**config.mk**
```make
export PLATFORM = sky130hd
export DESIGN_NAME = mul_seq_ctrl
export DESIGN_NICKNAME = d
export VERILOG_FILES = /design/src/rtl/mul_seq_ctrl.sv
export SDC_FILE = /design/constraint.sdc
export NUM_CORES = 1
export LEC_CHECK = 0
export ABC_AREA = 1
export BUFFER_PORTS_ARGS = -buffer_cell sky130_fd_sc_hd__buf_2
export CORE_ASPECT_RATIO = 1.75
export CORE_MARGIN = 8
export CORE_UTILIZATION = 54
export CTS_CLUSTER_SIZE = 14
export DETAILED_ROUTE_END_ITERATION = 10
export PLACE_DENSITY = 0.8
export SKIP_LAST_GASP = 1
export SLEW_MARGIN = 25
export SYNTH_ARGS = -nofsm -noshare
export SYNTH_HDL_FRONTEND = slang
export SYNTH_SLANG_ARGS = --single-unit
```
**constraint.sdc**
```tcl
create_clock -name clk -period 1.88 [get_ports clk]
set_input_delay 0.564 -clock clk [delete_from_list [all_inputs] [get_ports clk]]
set_output_delay 0.564 -clock clk [all_outputs]
set_load 0.01 [all_outputs]
```
**src/rtl/mul_seq_ctrl.sv**
```systemverilog
// rtl/mul_seq_ctrl.sv - Multicycle RV32M MUL controller driving the shared ALU with shift-and-add steps.
// Multiplier bits are consumed LSB-first; optional early exit once the remaining multiplier is zero.
module mul_seq_ctrl #(
  parameter int EARLY_EXIT = 1,
  parameter int N_ITER     = 32
) (
  input  logic        clk,
  input  logic        reset_n,
  input  logic        start,
  input  logic [31:0] multiplicand,
  input  logic [31:0] multiplier,
  output logic        busy,
  output logic        done,
  output logic [31:0] product,
  output logic [31:0] alu_a,
  output logic [31:0] alu_b,
  output logic [3:0]  alu_op,
  input  logic [31:0] alu_result
);

  typedef enum logic [2:0] {
    S_IDLE  = 3'd0,
    S_CHECK = 3'd1,
    S_ADD   = 3'd2,
    S_SHIFT = 3'd3,
    S_DONE  = 3'd4
  } state_t;

  localparam logic [3:0] OP_ADD = 4'b0000;
  localparam logic [3:0] OP_SHL = 4'b0011;
  localparam logic [5:0] ITER_MAX = 6'(N_ITER);
  localparam bit         EE = (EARLY_EXIT != 0);

  state_t      state;
  logic [31:0] acc;
  logic [31:0] mc;
  logic [31:0] mp;
  logic [5:0]  iter;

  // Outputs are registered alongside the next state, so each takes the value
  // of the state being entered; ALU operands are stable for the whole step.
  always_ff @(posedge clk or negedge reset_n) begin
    if (!reset_n) begin
      state   <= S_IDLE;
      acc     <= 32'h0;
      mc      <= 32'h0;
      mp      <= 32'h0;
      iter    <= 6'd0;
      busy    <= 1'b0;
      done    <= 1'b0;
      product <= 32'h0;
      alu_a   <= 32'h0;
      alu_b   <= 32'h0;
      alu_op  <= OP_ADD;
    end else begin
      case (state)
        S_IDLE: begin
          done <= 1'b0;
          if (start) begin
            acc   <= 32'h0;
            mc    <= multiplicand;
            mp    <= multiplier;
            iter  <= 6'd0;
            busy  <= 1'b1;
            state <= S_CHECK;
          end
        end
        S_CHECK: begin
          if (iter == ITER_MAX || (EE && mp == 32'h0)) begin
            product <= acc;
            busy    <= 1'b0;
            done    <= 1'b1;
            state   <= S_DONE;
          end else if (mp[0]) begin
            alu_a  <= acc;
            alu_b  <= mc;
            alu_op <= OP_ADD;
            state  <= S_ADD;
          end else begin
            alu_a  <= mc;
            alu_b  <= 32'h1;
            alu_op <= OP_SHL;
            state  <= S_SHIFT;
          end
        end
        S_ADD: begin
          acc    <= alu_result;
          alu_a  <= mc;
          alu_b  <= 32'h1;
          alu_op <= OP_SHL;
          state  <= S_SHIFT;
        end
        S_SHIFT: begin
          mc     <= alu_result;
          mp     <= mp >> 1;
          iter   <= iter + 6'd1;
          alu_a  <= 32'h0;
          alu_b  <= 32'h0;
          alu_op <= OP_ADD;
          state  <= S_CHECK;
        end
        S_DONE: begin
          done  <= 1'b0;
          state <= S_IDLE;
        end
        default: begin
          busy   <= 1'b0;
          done   <= 1'b0;
          alu_a  <= 32'h0;
          alu_b  <= 32'h0;
          alu_op <= OP_ADD;
          state  <= S_IDLE;
        end
      endcase
    end
  end

endmodule

```
# After elaboration in Yosys (flattened, before gate mapping)

Index checks and enable logic that the tools add are counted.

$add $sub $neg: 1
Eq/ne operators: 8
Muxes and demuxes: 26
Bitwise logic cells: 3
Reductions and logical operators: 14

Operator list:

| operator                                      | number |
|---|---|
| two-way mux 32 bit                            | 7 |
| case mux 32 bit (2 select lines)              | 3 |
| case mux 32 bit (3 select lines)              | 2 |
| zero test 32 bit                              | 1 |
| case mux 3 bit (4 select lines)               | 1 |
| case mux 4 bit (3 select lines)               | 1 |
| case mux 6 bit (2 select lines)               | 1 |
| AND reduction 2 bit                           | 5 |
| adder 6 x 1 -> 6 bit, second input constant   | 1 |
| == test 3 x 2 -> 1 bit, second input constant | 2 |
| == test 6 bit, second input constant          | 1 |
| two-way mux 3 bit                             | 2 |
| two-way mux 6 bit                             | 1 |
| != test 2 bit, second input constant          | 3 |
| two-way mux 1 bit                             | 4 |
| two-way mux 4 bit                             | 1 |
| nonzero test 2 bit                            | 2 |
| OR reduction 2 bit                            | 2 |
| == test 3 x 1 -> 1 bit, second input constant | 1 |
| == test 3 bit, second input constant          | 1 |
| zero test 3 bit                               | 1 |
| NOT 1 bit                                     | 3 |
| case mux 1 bit (3 select lines)               | 1 |
| AND reduction 3 bit                           | 1 |
| 4 further kinds                               | 4 |

Flip-flop bits (word level): 207
Bits of input ports: 99
Output and inout bits: 102
Word-level logic and storage cells: 63

# Depth between registers and ports, before layout

Gate-level depths: netlist of run 1.

Word-level depth: 4
Gate-level depth with buffers: 13
Mapped depth without buffers: 11

# Worst setup path before layout of run 1

OpenSTA, ideal clock, no wires.

Path type: register -> register
Start point: reg mp[0]
End point: reg product[10]
Setup time: 130 ps
Arrival: 1386 ps
Data required time: 1750 ps
Path slack: 364 ps
Cell stages (with the launch flop): 13
Path buffers: 2
Period minus slack after synthesis: 1516 ps
Cells stage by stage: dfrtp_1 > inv_1 > nand2_1 > nor2_1 > nand2_1 > nor2_1 > nand2_1 > nand2_1 > nand2_1 > buf_2 > buf_2 > nand2_1 > o21ai_0

Word-level cells in the longest chain between the ends: 3

Ends and longest elaborated chain:

| what                                 | line | RTL |
|---|---|---|
| from (decl)                          | 37   | `logic [31:0] mp;` |
| from (signal assigned)               | 62   | `mp <= multiplier;` |
| from (signal assigned)               | 95   | `mp <= mp >> 1;` |
| zero test 32 bit                     | 69   | `if (iter == ITER_MAX \|\| (EE && mp == 32'h0)) begin` |
| logical OR 1 bit                     | 69   |  |
| AND reduction 2 bit (no source line) | -    |  |
| to (signal assigned)                 | 51   | `product <= 32'h0;` |
| to (signal assigned)                 | 70   | `product <= acc;` |
| to (decl)                            | 14   | `output logic [31:0] product,` |

No other way between the ends.
A chain may end at the register's enable or synchronous reset.

# Worst setup path after layout of run 1

Start point: reg mp[0]
End point: reg alu_a[17]

Word-level cells in the longest chain between the ends: 4
Elaborated cells between the ends (all ways): 7
Those cells by class: eq/ne: 1; mux: 3; reduce/logical: 3

Ends and longest elaborated chain:

| what                                 | line | RTL |
|---|---|---|
| zero test 32 bit                     | 69   |  |
| logical OR 1 bit                     | 69   |  |
| != test 2 bit (no source line)       | -    |  |
| AND reduction 2 bit (no source line) | -    |  |
| to (signal assigned)                 | 80   | `alu_a <= mc;` |
| to (signal assigned)                 | 88   | `alu_a <= mc;` |
| to (decl)                            | 15   | `output logic [31:0] alu_a,` |

Parallel ways exist; a longest one is shown, timed or not. The select of a mux whose other input is x is not followed.

==> key figures, run 1 <==
Status
  – Status: finished, violations left
  – Failing checks: hold timing

Worst setup path
  – Critical path's slowest cell: dfrtp_2
  – CP delay by family, top: simple AND/OR/NAND/NOR gates
  – Critical Path Most Common Cell: nand2_1
  – Crit Path Max Fanout: 30
  – Worst path bufs/invs: 2
  – CP Capture Type: flip-flop
  – Critical Path RT: 2310 ps
  – Setup CP Type: reg -> reg
  – CP Data Arrival Time: 2170 ps
  – CP peak stage delay: 420 ps
  – CP Cell Sequence: inv_1 > nand2_1 > nor2_1 > nand2_1 > nor2_1 > nand2_1 > nand2_1 > nand2_4 > nand2_4 > buf_12 > nand2_1 > nand2_1
  – Setup crit start kind: flip-flop

Timing
  – Worst Skew: 19.2 ps
  – Minimum clock period after layout: 1740 ps
  – Fmax: 575 MHz
  – Pins Over Slew Limit: 0
  – Final hold violation count: 5
  – RSZ-0062 raised after global routing: yes
  – Hold Worst Slack: -9.50 ps
  – Setup violations, final: 0
  – Period Utilization, post-route: 0.926

Logic synthesis
  – Post-synth cell types: 27
  – Synth area leader: dfrtp_1
  – Avg Synthesized Cell Area: 8.37 um^2
  – Count leader, synth: nand2_1
  – Register bit total from synthesis: 204
  – Main area contributors after synthesis: dfrtp_1 57%, nand2_1 12%, o21ai_0 7.4%
  – EDFF count, synth: 0
  – Register area share after synthesis: 0.568
  – Top_reg_cell synth: dfrtp_1
  – Post-synth top cells: 292 x nand2_1, 204 x dfrtp_1, 133 x o21ai_0
  – Mapped Cells: 1073
  – Async SR Flop Fraction: 1.00
  – Area of the mapped netlist: 8980 um^2
  – Yosys warning count: 0
  – Yosys top cell area share: 0.568

GRT
  – GRT met3 Usage: 0.0433
  – Largest net degree at the start of global routing: 44
  – Grt met2 use: 0.396
  – Most Used Layer, Global Route: met2
  – Global-route wire length before repair: 41000 um
  – Gr usage total: 0.237
  – Met1 Use GR: 0.288
  – Antenna violations before repair: 1
  – Total congestion overflow: 0
  – Vias in the first global route: 8184

Clocking
  – Worst skew pair latency: 500 ps
  – Number of hold buffers added after cts: 0
  – Worst-path clk slew: 70 ps
  – TritonCTS clock tree: yes
  – CTS Buf Count: 19
  – Root Buffer: clkbuf_16
  – CTS H-tree lvls: 1
  – Clock Path Buffers: 3
  – # clock sinks: 204

Power and ir drop
  – Worst vdd ir: 1.04 mV
  – Total power: 18.3 mW
  – Leak Pwr: 5.83 nW
  – Pwr per Cell Area: 1670 nW/um^2

Detailed routing
  – DR WL/cell: 17.1 um
  – 1st-iter DRT viols: 455
  – Final WL: 25400 um
  – Drc violations: 0
  – Initial DRT Pass Iterations: 5
  – Routed Antenna Nets: 0
  – Routed via count: 8029
  – Vias/cell: 5.40

Floorplanning
  – Die X: 114 um
  – Core area: 16400 um^2
  – Initial core utilization: 0.549
  – Die Ht: 187 um
  – Row Count: 62
  – Area of the die: 21200 um^2
  – # IOs: 201

Placement
  – GPL Wtd Cong: 0.880
  – Placed wire-length estimate: 18000 um
  – PortBufs: 198

Layout
  – Final core occ: 0.671
  – # diodes: 0
  – Syn-to-layout area delta: 22.3%
  – Nets@finish: 1355
  – Layout cell share with drive strength beyond 1: 0.213

Job
  – Max Cap Viol: 0

Hold path
  – Worst hold-check path type: in -> async
[per-layer routing]
layer | up-vias | wire, um
li1 | 3854 | -
met1 | 3764 | 9970
met2 | 334 | 12500
met3 | 75 | 1820
met4 | 2 | 1080
met5 | - | 13
[cells in the final DEF (no fill, tap or decap), types with 2 or more instances in the layout]
master / netlist / routed
a21oi_1: 55 / 55
buf_12: 0 / 13
buf_2: 19 / 197
buf_4: 9 / 20
clkbuf_1: 34 / 5
clkbuf_16: 0 / 20
clkbuf_8: 0 / 4
clkinv_2: 0 / 2
conb_1: 1 / 2
dfrtp_1: 204 / 203
ha_1: 2 / 2
inv_1: 102 / 101
inv_2: 1 / 2
nand2_1: 292 / 289
nand2_4: 0 / 2
nand3_1: 71 / 70
nand4_1: 2 / 2
nor2_1: 60 / 60
nor3_1: 2 / 2
o21ai_0: 133 / 133
o22ai_1: 64 / 64
[layout make-up]
type	instances	area, um^2
Tap cell	224	280
Clock buffer	27	536
Fill cell	1330	5380
Multi-Input combinational cell	693	3180
Inverter	103	387
Clock inverter	4	48.8
Sequential cell	204	5110
Timing Repair Buffer	233	1450
[per-stage QoR]
step	area (um^2)	setup TNS [ps]	hold WS, ps	cells	setup slack (ps)
floorplan	8990	0	268	1074	364
global placement	10400	0	449	1456	186
detailed placement	10400	0	453	1456	150
CTS	11000	0	2.17	1487	102
global route	11000	-21.3	16.9	1488	-16.5
finish	11000	0	-9.50	1488	140
[report_power, final]
part / total [mW] / internal (mW) / switching (mW)
sequential: 6.90 / 6.03 / 0.862
clock: 3.72 / 2.12 / 1.60
combinational: 7.69 / 2.79 / 4.90
total: 18.3 / 10.9 / 7.36
[registers in the layout, indices dropped and copies added (netlist names)]
signal   cells
acc         32
alu_a       32
alu_b       32
mc          32
mp          32
product     32
iter         6
state        3
alu_op       1
busy         1
done         1
[kinds of logic (layout without fill, tap and decap cells)]
kind of cell	Yosys count	in the layout	share of synthesized area
simple gates	431	431	0.193
compound gates	256	256	0.153
flops	204	204	0.568
buf+inv	177	367	0.0803
fa+ha+maj	2	2	0.00278
other cells	1	2	0.000417
xor+xnor	1	1	0.000975
mux	1	1	0.00111
[worst paths after layout]
path	endpoint	start	slack, ps	cells after the start
worst max-delay path	alu_a[17]	mp[0]	140	12
worst min-delay path	acc[15]	reset_n	-9	1
worst max register to register	alu_a[17]	mp[0]	140	12
worst min register to register	alu_a[25]	alu_a[25]	460	2
max in group asynchronous	alu_a[26]	reset_n	1310	2
min in group clk	mc[31]	multiplicand[31]	290	3
[repair_timing]
action                     4_1_cts  5_1_grt
setup endpoints to repair        0        7
resized for setup                0        2
buffers inserted                 0        0
Power figures use the tool's default switching activity.
==> run 2, diff against run 1 <==
--- a/config.mk
+++ b/config.mk
@@ -7,11 +7,12 @@
 export LEC_CHECK = 0
 export ABC_AREA = 1
 export BUFFER_PORTS_ARGS = -buffer_cell sky130_fd_sc_hd__buf_2
-export CORE_ASPECT_RATIO = 1.75
+export CORE_ASPECT_RATIO = 2
 export CORE_MARGIN = 8
 export CORE_UTILIZATION = 54
-export CTS_CLUSTER_SIZE = 14
+export CTS_CLUSTER_SIZE = 30
 export DETAILED_ROUTE_END_ITERATION = 10
+export HOLD_SLACK_MARGIN = 0.08
 export PLACE_DENSITY = 0.8
 export SKIP_LAST_GASP = 1
 export SLEW_MARGIN = 25
==> run 2 against run 1 <==
  * The flow now finishes without violations
  * Via count rose by 1.3%
  * Routed wire length rose by 0.52%
  * Global-route usage fell by 1.1 points
  * Power rose by 2.0%
  * Register-to-register slack got worse by 50 ps
  * Cell count fell by 0.67%
  * Critical path depth fell by 1
  * Sequential share of layout area fell by 0.44 points
  * Sequential cell count did not move
  * Non-clock buffer count rose by 4
  * Die area rose by 0.42%
==> key figures, run 2 (same netlist as run 1, synthesis figures left out) <==
Power and ir drop
  – Worst vdd ir: 0.934 mV (-10%)
  – Leak Pwr: 5.89 nW (+0.98%)
  – Pwr per Cell Area: 1680 nW/um^2 (+0.99%)
  – Total power: 18.7 mW (+2.0%)

Hold path
  – HP Start: alu_result[20]
  – Worst hold-check path type: in -> reg
  – Worst-case hold path end point: acc[20]
  – Hold path depth: 3

Clocking
  – # clock sinks: 204 (unchanged)
  – Worst-path clk slew: 70 ps (about the same)
  – CTS Buf Count: 18 (-1)
  – CTS H-tree lvls: 1 (unchanged)
  – Worst skew pair latency: 490 ps (about the same)
  – Root Buffer: clkbuf_16
  – Clock Path Buffers: 3 (unchanged)
  – Setup bufs post-CTS: 0 (unchanged)
  – TritonCTS clock tree: yes

Worst setup path
  – Critical Path RT: 2250 ps (-60 ps)
  – Worst R2R Setup Slack: 90 ps (-50 ps)
  – CP Capture Type: flip-flop
  – Reg2reg end: alu_a[15]
  – CP Data Arrival Time: 2160 ps (about the same)
  – Crit Path Max Fanout: 22 (-27%)
  – Setup CP Type: reg -> reg
  – R2R Path Start: mp[0]
  – Reg2reg path depth: 11 (-1)
  – Setup crit start kind: flip-flop

Detailed routing
  – 1st-iter DRT viols: 594 (+31%)
  – DR WL/cell: 17.3 um (+1.2%)
  – Routed Antenna Nets: 0 (unchanged)
  – Routed via count: 8134 (+1.3%)
  – Vias/cell: 5.50 (+2.0%)
  – Final WL: 25500 um (+0.52%)
  – Initial DRT Pass Iterations: 5 (unchanged)
  – Drc violations: 0 (unchanged)

Floorplanning
  – Die X: 107 um (-5.5%)
  – Initial core utilization: 0.544 (-0.00487)
  – Area of the die: 21300 um^2 (+0.42%)
  – Core area: 16500 um^2 (+0.89%)
  – Row Count: 67 (+8.1%)
  – Die Ht: 198 um (+6.3%)
  – # IOs: 201 (unchanged)

Placement
  – PortBufs: 198 (unchanged)
  – Placed wire-length estimate: 17400 um (-3.0%)
  – Placed inst area: 10300 um^2 (-0.81%)
  – GPL Wtd Cong: 0.874 (-0.69%)
  – Placed Cells: 1439 (-1.2%)

Job
  – Max Cap Viol: 0 (unchanged)

GRT
  – Met1 Use GR: 0.294 (+0.00645)
  – Total congestion overflow: 0 (unchanged)
  – Global-route wire length before repair: 39400 um (-3.9%)
  – Largest net degree at the start of global routing: 88 (+100%)
  – Most Used Layer, Global Route: met2
  – Grt met2 use: 0.362 (-0.0340)
  – Gr usage total: 0.226 (-0.0114)
  – GRT met3 Usage: 0.0389 (-0.00439)
  – Antenna violations before repair: 2 (+1)
  – Vias in the first global route: 8070 (-1.4%)

Layout
  – Most frequent cells in the layout: 288 x nand2_1, 203 x dfrtp_1, 197 x buf_2, 133 x o21ai_0, 101 x inv_1
  – Fillcell total: 1341 (+0.83%)
  – Count of non-filler cells in the finished layout: 1478 (-0.67%)
  – Layout cell share with drive strength beyond 1: 0.219 (+0.00625)
  – Fin area: 11100 um^2 (+0.96%)
  – Leading cell type in the layout, fill and taps excluded: nand2_1
  – Syn-to-layout area delta: 23.5%
  – Nets@finish: 1358 (+0.22%)

Timing
  – Minimum clock period after layout: 1790 ps (+53.9 ps)
  – Final hold violation count: 0 (-5)
  – Worst Skew: 12.8 ps (-6.43 ps)
  – Relative slew slack: 0.624
  – Period Utilization, post-route: 0.954 (+0.0287)
  – Pins Over Slew Limit: 0 (unchanged)
  – Setup violations, final: 0 (unchanged)
  – Worst Max-Slew Pin Slew: 565 ps
  – Hold Worst Slack: 302 ps (+312 ps)
  – Fmax: 557 MHz (-3.0%)

Status
  – Status: complete, no violations
## run 2: final cells by class
class / count / area, um^2 / share of cell area
tap: 207 / 259 / 0.0233
timing repair buffer: 237 / 1470 / 0.133
antenna: 2 / 5.00 / 0.000451
sequential: 204 / 5110 / 0.460
multi-input combinational: 693 / 3200 / 0.289
inverter: 103 / 387 / 0.0349
clock inverter: 8 / 150 / 0.0135
clock buffer: 24 / 514 / 0.0464
## run 2: critical path, stage by stage, from the launching register on
cell       delay, ps
dfrtp_2          400
inv_1             90
nand2_1           60
nor2_1           100
nand2_1           70
nor2_2           140
nand2_2          100
nand2_1          110
nand2_4          150
clkbuf_16        260
nand3_1          110
nand2_1           70
## run 2: routing by layer
metal / up-vias / routed length (um)
met2: 405 / 12200
met3: 60 / 2170
met1: 3804 / 10200
met5: - / 0
met4: 0 / 945
li1: 3865 / -
## run 2: what timing repair did
action                                  CTS  global route
hold buffers                              1             0
gates resized for setup                   0             9
endpoints found under the hold margin    39             0
endpoints found under the setup margin    0            95
## run 2: worst max path at each step
stage | start | to | slack [ps] | cells after the start
final | mp[0] | alu_a[15] | 90 | 11
after global routing | mp[0] | alu_a[15] | -60 | 11
after CTS | mp[0] | product[6] | 50 | 11
after detailed placement | mp[13] | product[6] | 90 | 11
after global placement | mp[0] | alu_a[30] | 140 | 11
after floorplan | mp[0] | product[10] | 360 | 12
## run 2: through the flow
step | setup TNS (ps) | setup WS, ps | util
2_1_floorplan | 0 | 364 | -
3_3_place_gp | 0 | 139 | 0.623
3_5_place_dp | 0 | 90.3 | 0.623
4_1_cts | 0 | 45.1 | 0.664
5_1_grt | -2000 | -57.5 | 0.672
6_report | 0 | 85.9 | 0.672
## run 2: where the power goes
part,switching [mW],total (mW),internal [mW]
combinational,4.89,7.63,2.74
clock,1.62,4.11,2.49
sequential,0.879,6.91,6.03
total,7.39,18.7,11.3
==> run 3, diff against run 2 <==
--- a/config.mk
+++ b/config.mk
@@ -5,13 +5,13 @@
 export SDC_FILE = /design/constraint.sdc
 export NUM_CORES = 1
 export LEC_CHECK = 0
-export ABC_AREA = 1
-export BUFFER_PORTS_ARGS = -buffer_cell sky130_fd_sc_hd__buf_2
+export BUFFER_PORTS_ARGS = -buffer_cell sky130_fd_sc_hd__clkbuf_2
 export CORE_ASPECT_RATIO = 2
 export CORE_MARGIN = 8
 export CORE_UTILIZATION = 54
 export CTS_CLUSTER_SIZE = 30
 export DETAILED_ROUTE_END_ITERATION = 10
+export GPL_ROUTABILITY_DRIVEN = 0
 export HOLD_SLACK_MARGIN = 0.08
 export PLACE_DENSITY = 0.8
 export SKIP_LAST_GASP = 1
==> run 3 against run 2 <==
  * The flow now finishes with violations (setup timing)
  * Cell count fell by 14%
  * Area after synthesis fell by 5.2%
  * Core utilization up 5.4 points
  * Clock skew hardly changed
  * Sequential share of layout area shrank 0.97 points
  * Register-to-register slack got worse by 190 ps
  * Routed wire length grew 1.3%
  * Design area grew 2.1%
  * Worst hold slack improved by 24 ps
  * Global-route usage rose by 1.5 points
  * Count of clock-buffer cells in the layout is 2 higher
==> key figures, run 3 <==
Placement
  – Placed wire-length estimate: 16400 um (-5.6%)
  – PortBufs: 198 (unchanged)
  – Placed Cells: 1219 (-15%)

Timing
  – Minimum clock period after layout: 1980 ps (+190 ps)
  – Relative slew slack: 0.592 (-0.0316)
  – Worst Max-Slew Pin Slew: 611 ps (+46.0 ps)
  – Final worst slack: -104 ps (-190 ps)
  – Worst Skew: 12.4 ps (-0.451 ps)
  – Period Utilization, post-route: 1.06 (+0.101)
  – RSZ-0062 raised after global routing: yes
  – Setup violations, final: 81 (+81)
  – Pins Over Slew Limit: 0 (unchanged)
  – Fmax: 504 MHz (-9.6%)
  – Final hold violation count: 0 (unchanged)

Hold path
  – Worst hold-check path type: in -> reg
  – Hold path depth: 2 (-1)

Logic synthesis
  – Avg Synthesized Cell Area: 10.6 um^2 (+26%)
  – EDFF count, synth: 0 (unchanged)
  – Yosys warning count: 0 (unchanged)
  – Mapped Cells: 804 (-25%)
  – Register bit total from synthesis: 204 (unchanged)
  – Post-synth top cells: 204 x dfrtp_1, 129 x nor2_1, 105 x nand2_1
  – Yosys top cell area share: 0.599 (+0.0313)
  – Main area contributors after synthesis: dfrtp_1 60%, nor2_1 5.7%, nand2_1 4.6%
  – Area of the mapped netlist: 8520 um^2 (-5.2%)
  – Register area share after synthesis: 0.599 (+0.0313)
  – Count leader, synth: dfrtp_1
  – Synth area leader: dfrtp_1
  – Post-synth cell types: 37 (+37%)
  – Top_reg_cell synth: dfrtp_1
  – Async SR Flop Fraction: 1.00 (unchanged)

Layout
  – Syn-to-layout area delta: 33.0%
  – Final core occ: 0.725 (+0.0538)
  – Layout cell share with drive strength beyond 1: 0.354 (+0.135)
  – Most frequent cells in the layout: 204 x dfrtp_1, 197 x clkbuf_2, 128 x nor2_1, 104 x nand2_1, 66 x inv_1
  – Leading cell type in the layout, fill and taps excluded: dfrtp_1
  – # diodes: 0 (-2)
  – Count of non-filler cells in the finished layout: 1264 (-14%)
  – Nets@finish: 1153 (-15%)

Clocking
  – CTS Buf Count: 18 (unchanged)
  – Root Buffer: clkbuf_16
  – Worst skew pair latency: 480 ps (about the same)
  – Clock Path Buffers: 3 (unchanged)
  – CTS H-tree lvls: 1 (unchanged)
  – Worst-path clk slew: 70 ps (about the same)
  – # clock sinks: 204 (unchanged)
  – TritonCTS clock tree: yes

Worst setup path
  – CP Capture Type: flip-flop
  – CP Cell Sequence: inv_2 > ha_2 > and4b_1 > o21bai_4 > buf_6 > a21oi_4 > buf_12 > clkbuf_16 > o221ai_1
  – CP Data Arrival Time: 2320 ps (+160 ps)
  – CP peak stage delay: 380 ps (-20 ps)
  – Critical path's slowest cell: dfrtp_1
  – Setup CP Type: reg -> reg
  – Crit Path Max Fanout: 10 (-55%)
  – Critical Path RT: 2210 ps (-40 ps)
  – Reg2reg path depth: 9 (-2)
  – Setup crit start kind: flip-flop

GRT
  – Antenna violations before repair: 0 (-2)
  – Global-route wire length before repair: 40300 um (+2.2%)
  – Gr usage total: 0.241 (+0.0153)
  – Vias in the first global route: 7837 (-2.9%)
  – Largest net degree at the start of global routing: 54 (-39%)
  – Total congestion overflow: 0 (unchanged)

Detailed routing
  – DR WL/cell: 20.5 um (+18%)
  – 1st-iter DRT viols: 457 (-23%)
  – Vias/cell: 5.71 (+3.8%)
  – Drc violations: 0 (unchanged)
  – Final WL: 25900 um (+1.3%)
  – Initial DRT Pass Iterations: 5 (unchanged)
  – Routed Antenna Nets: 0 (unchanged)
  – Routed via count: 7222 (-11%)

Power and ir drop
  – Pwr per Cell Area: 1820 nW/um^2 (+8.5%)
  – Worst vdd ir: 1.19 mV (+27%)
  – Leak Pwr: 5.66 nW (-3.8%)
  – Total power: 20.7 mW (+11%)

Floorplanning
  – Initial core utilization: 0.545 (+0.00130)
  – Area of the die: 20300 um^2 (-4.6%)
  – Die Ht: 194 um (-2.4%)
  – Core area: 15600 um^2 (-5.4%)
  – Die X: 105 um (-2.3%)
  – Row Count: 65 (-3.0%)
  – # IOs: 201 (unchanged)

Status
  – Status: finished, violations left
  – Failing checks: setup timing

Job
  – Max Cap Viol: 0 (unchanged)
## run 3: cell type report
type / count / area [um^2]
clock inverter: 5 / 77.6
sequential: 204 / 5100
multi-input combinational: 476 / 3080
inverter: 69 / 262
timing repair buffer: 283 / 2020
tap: 201 / 251
fill: 1133 / 4290
clock buffer: 26 / 532
## run 3: metal layers
layer,routed length [um],vias up,GRT usage
met5,0,-,0
met4,671,0,0.0852
met3,2290,57,0.0503
met2,13200,389,0.406
met1,9710,3536,0.298
li1,-,3240,-
## run 3: worst paths after layout
kind                                      from  endpoint  slack, ps
worst min register to register         iter[5]   iter[5]        500
worst min-delay path            alu_result[29]   acc[29]        330
max in group asynchronous              reset_n    mp[20]        690
worst max-delay path                   iter[0]  alu_a[4]       -100
min in group asynchronous              reset_n  alu_a[8]        600
worst max register to register         iter[0]  alu_a[4]       -100
## run 3: power breakdown
group | total, mW | internal, mW | switching [mW]
Sequential | 7.62 | 6.28 | 1.34
Combinational | 9.21 | 4.23 | 4.98
Clock | 3.83 | 2.25 | 1.59
Total | 20.7 | 12.8 | 7.91
## run 3: metrics by stage
| stage | worst slack (ps) | hold WS, ps | instance area (um^2) | TNS, ps |
|---|---|---|---|---|
| 5_1_grt | -188 | 325 | 11300 | -10470 |
| 6_report | -104 | 326 | 11300 | -4100 |
| 3_3_place_gp | -158 | 466 | 10200 | -14940 |
| 2_1_floorplan | 60.7 | 268 | 8520 | 0 |
| 3_5_place_dp | -176 | 485 | 10200 | -20450 |
| 4_1_cts | -47.9 | 316 | 11000 | -377 |
## run 3: critical path, delay by kind of cell (launching register included)
kind / cells / cell delay (ps)
simple gates: 1 / 200
buf+inv: 4 / 530
fa+ha+maj: 1 / 170
compound gates: 3 / 560
flops: 1 / 380
## run 3: cell families (layout without fill, tap and decap cells)
family / Yosys count / in the layout / share of synthesized area
muxes: 65 / 65 / 0.0813
DFF: 204 / 204 / 0.599
adders and majority gates: 2 / 2 / 0.00294
other: 1 / 2 / 0.000440
and+or+nand+nor: 259 / 260 / 0.123
buffers and inverters: 126 / 383 / 0.0646
AOI/OAI and AO/OA: 147 / 147 / 0.128
## run 3: what timing repair did
action | 4_1_cts | 5_1_grt
endpoints found under the setup margin | 113 | 131
gates cloned | 3 | 5
buffers inserted | 3 | 2
resized for setup | 28 | 27
endpoints found under the hold margin | 40 | 0
pin swaps | 7 | 7
hold buffers | 1 | 0
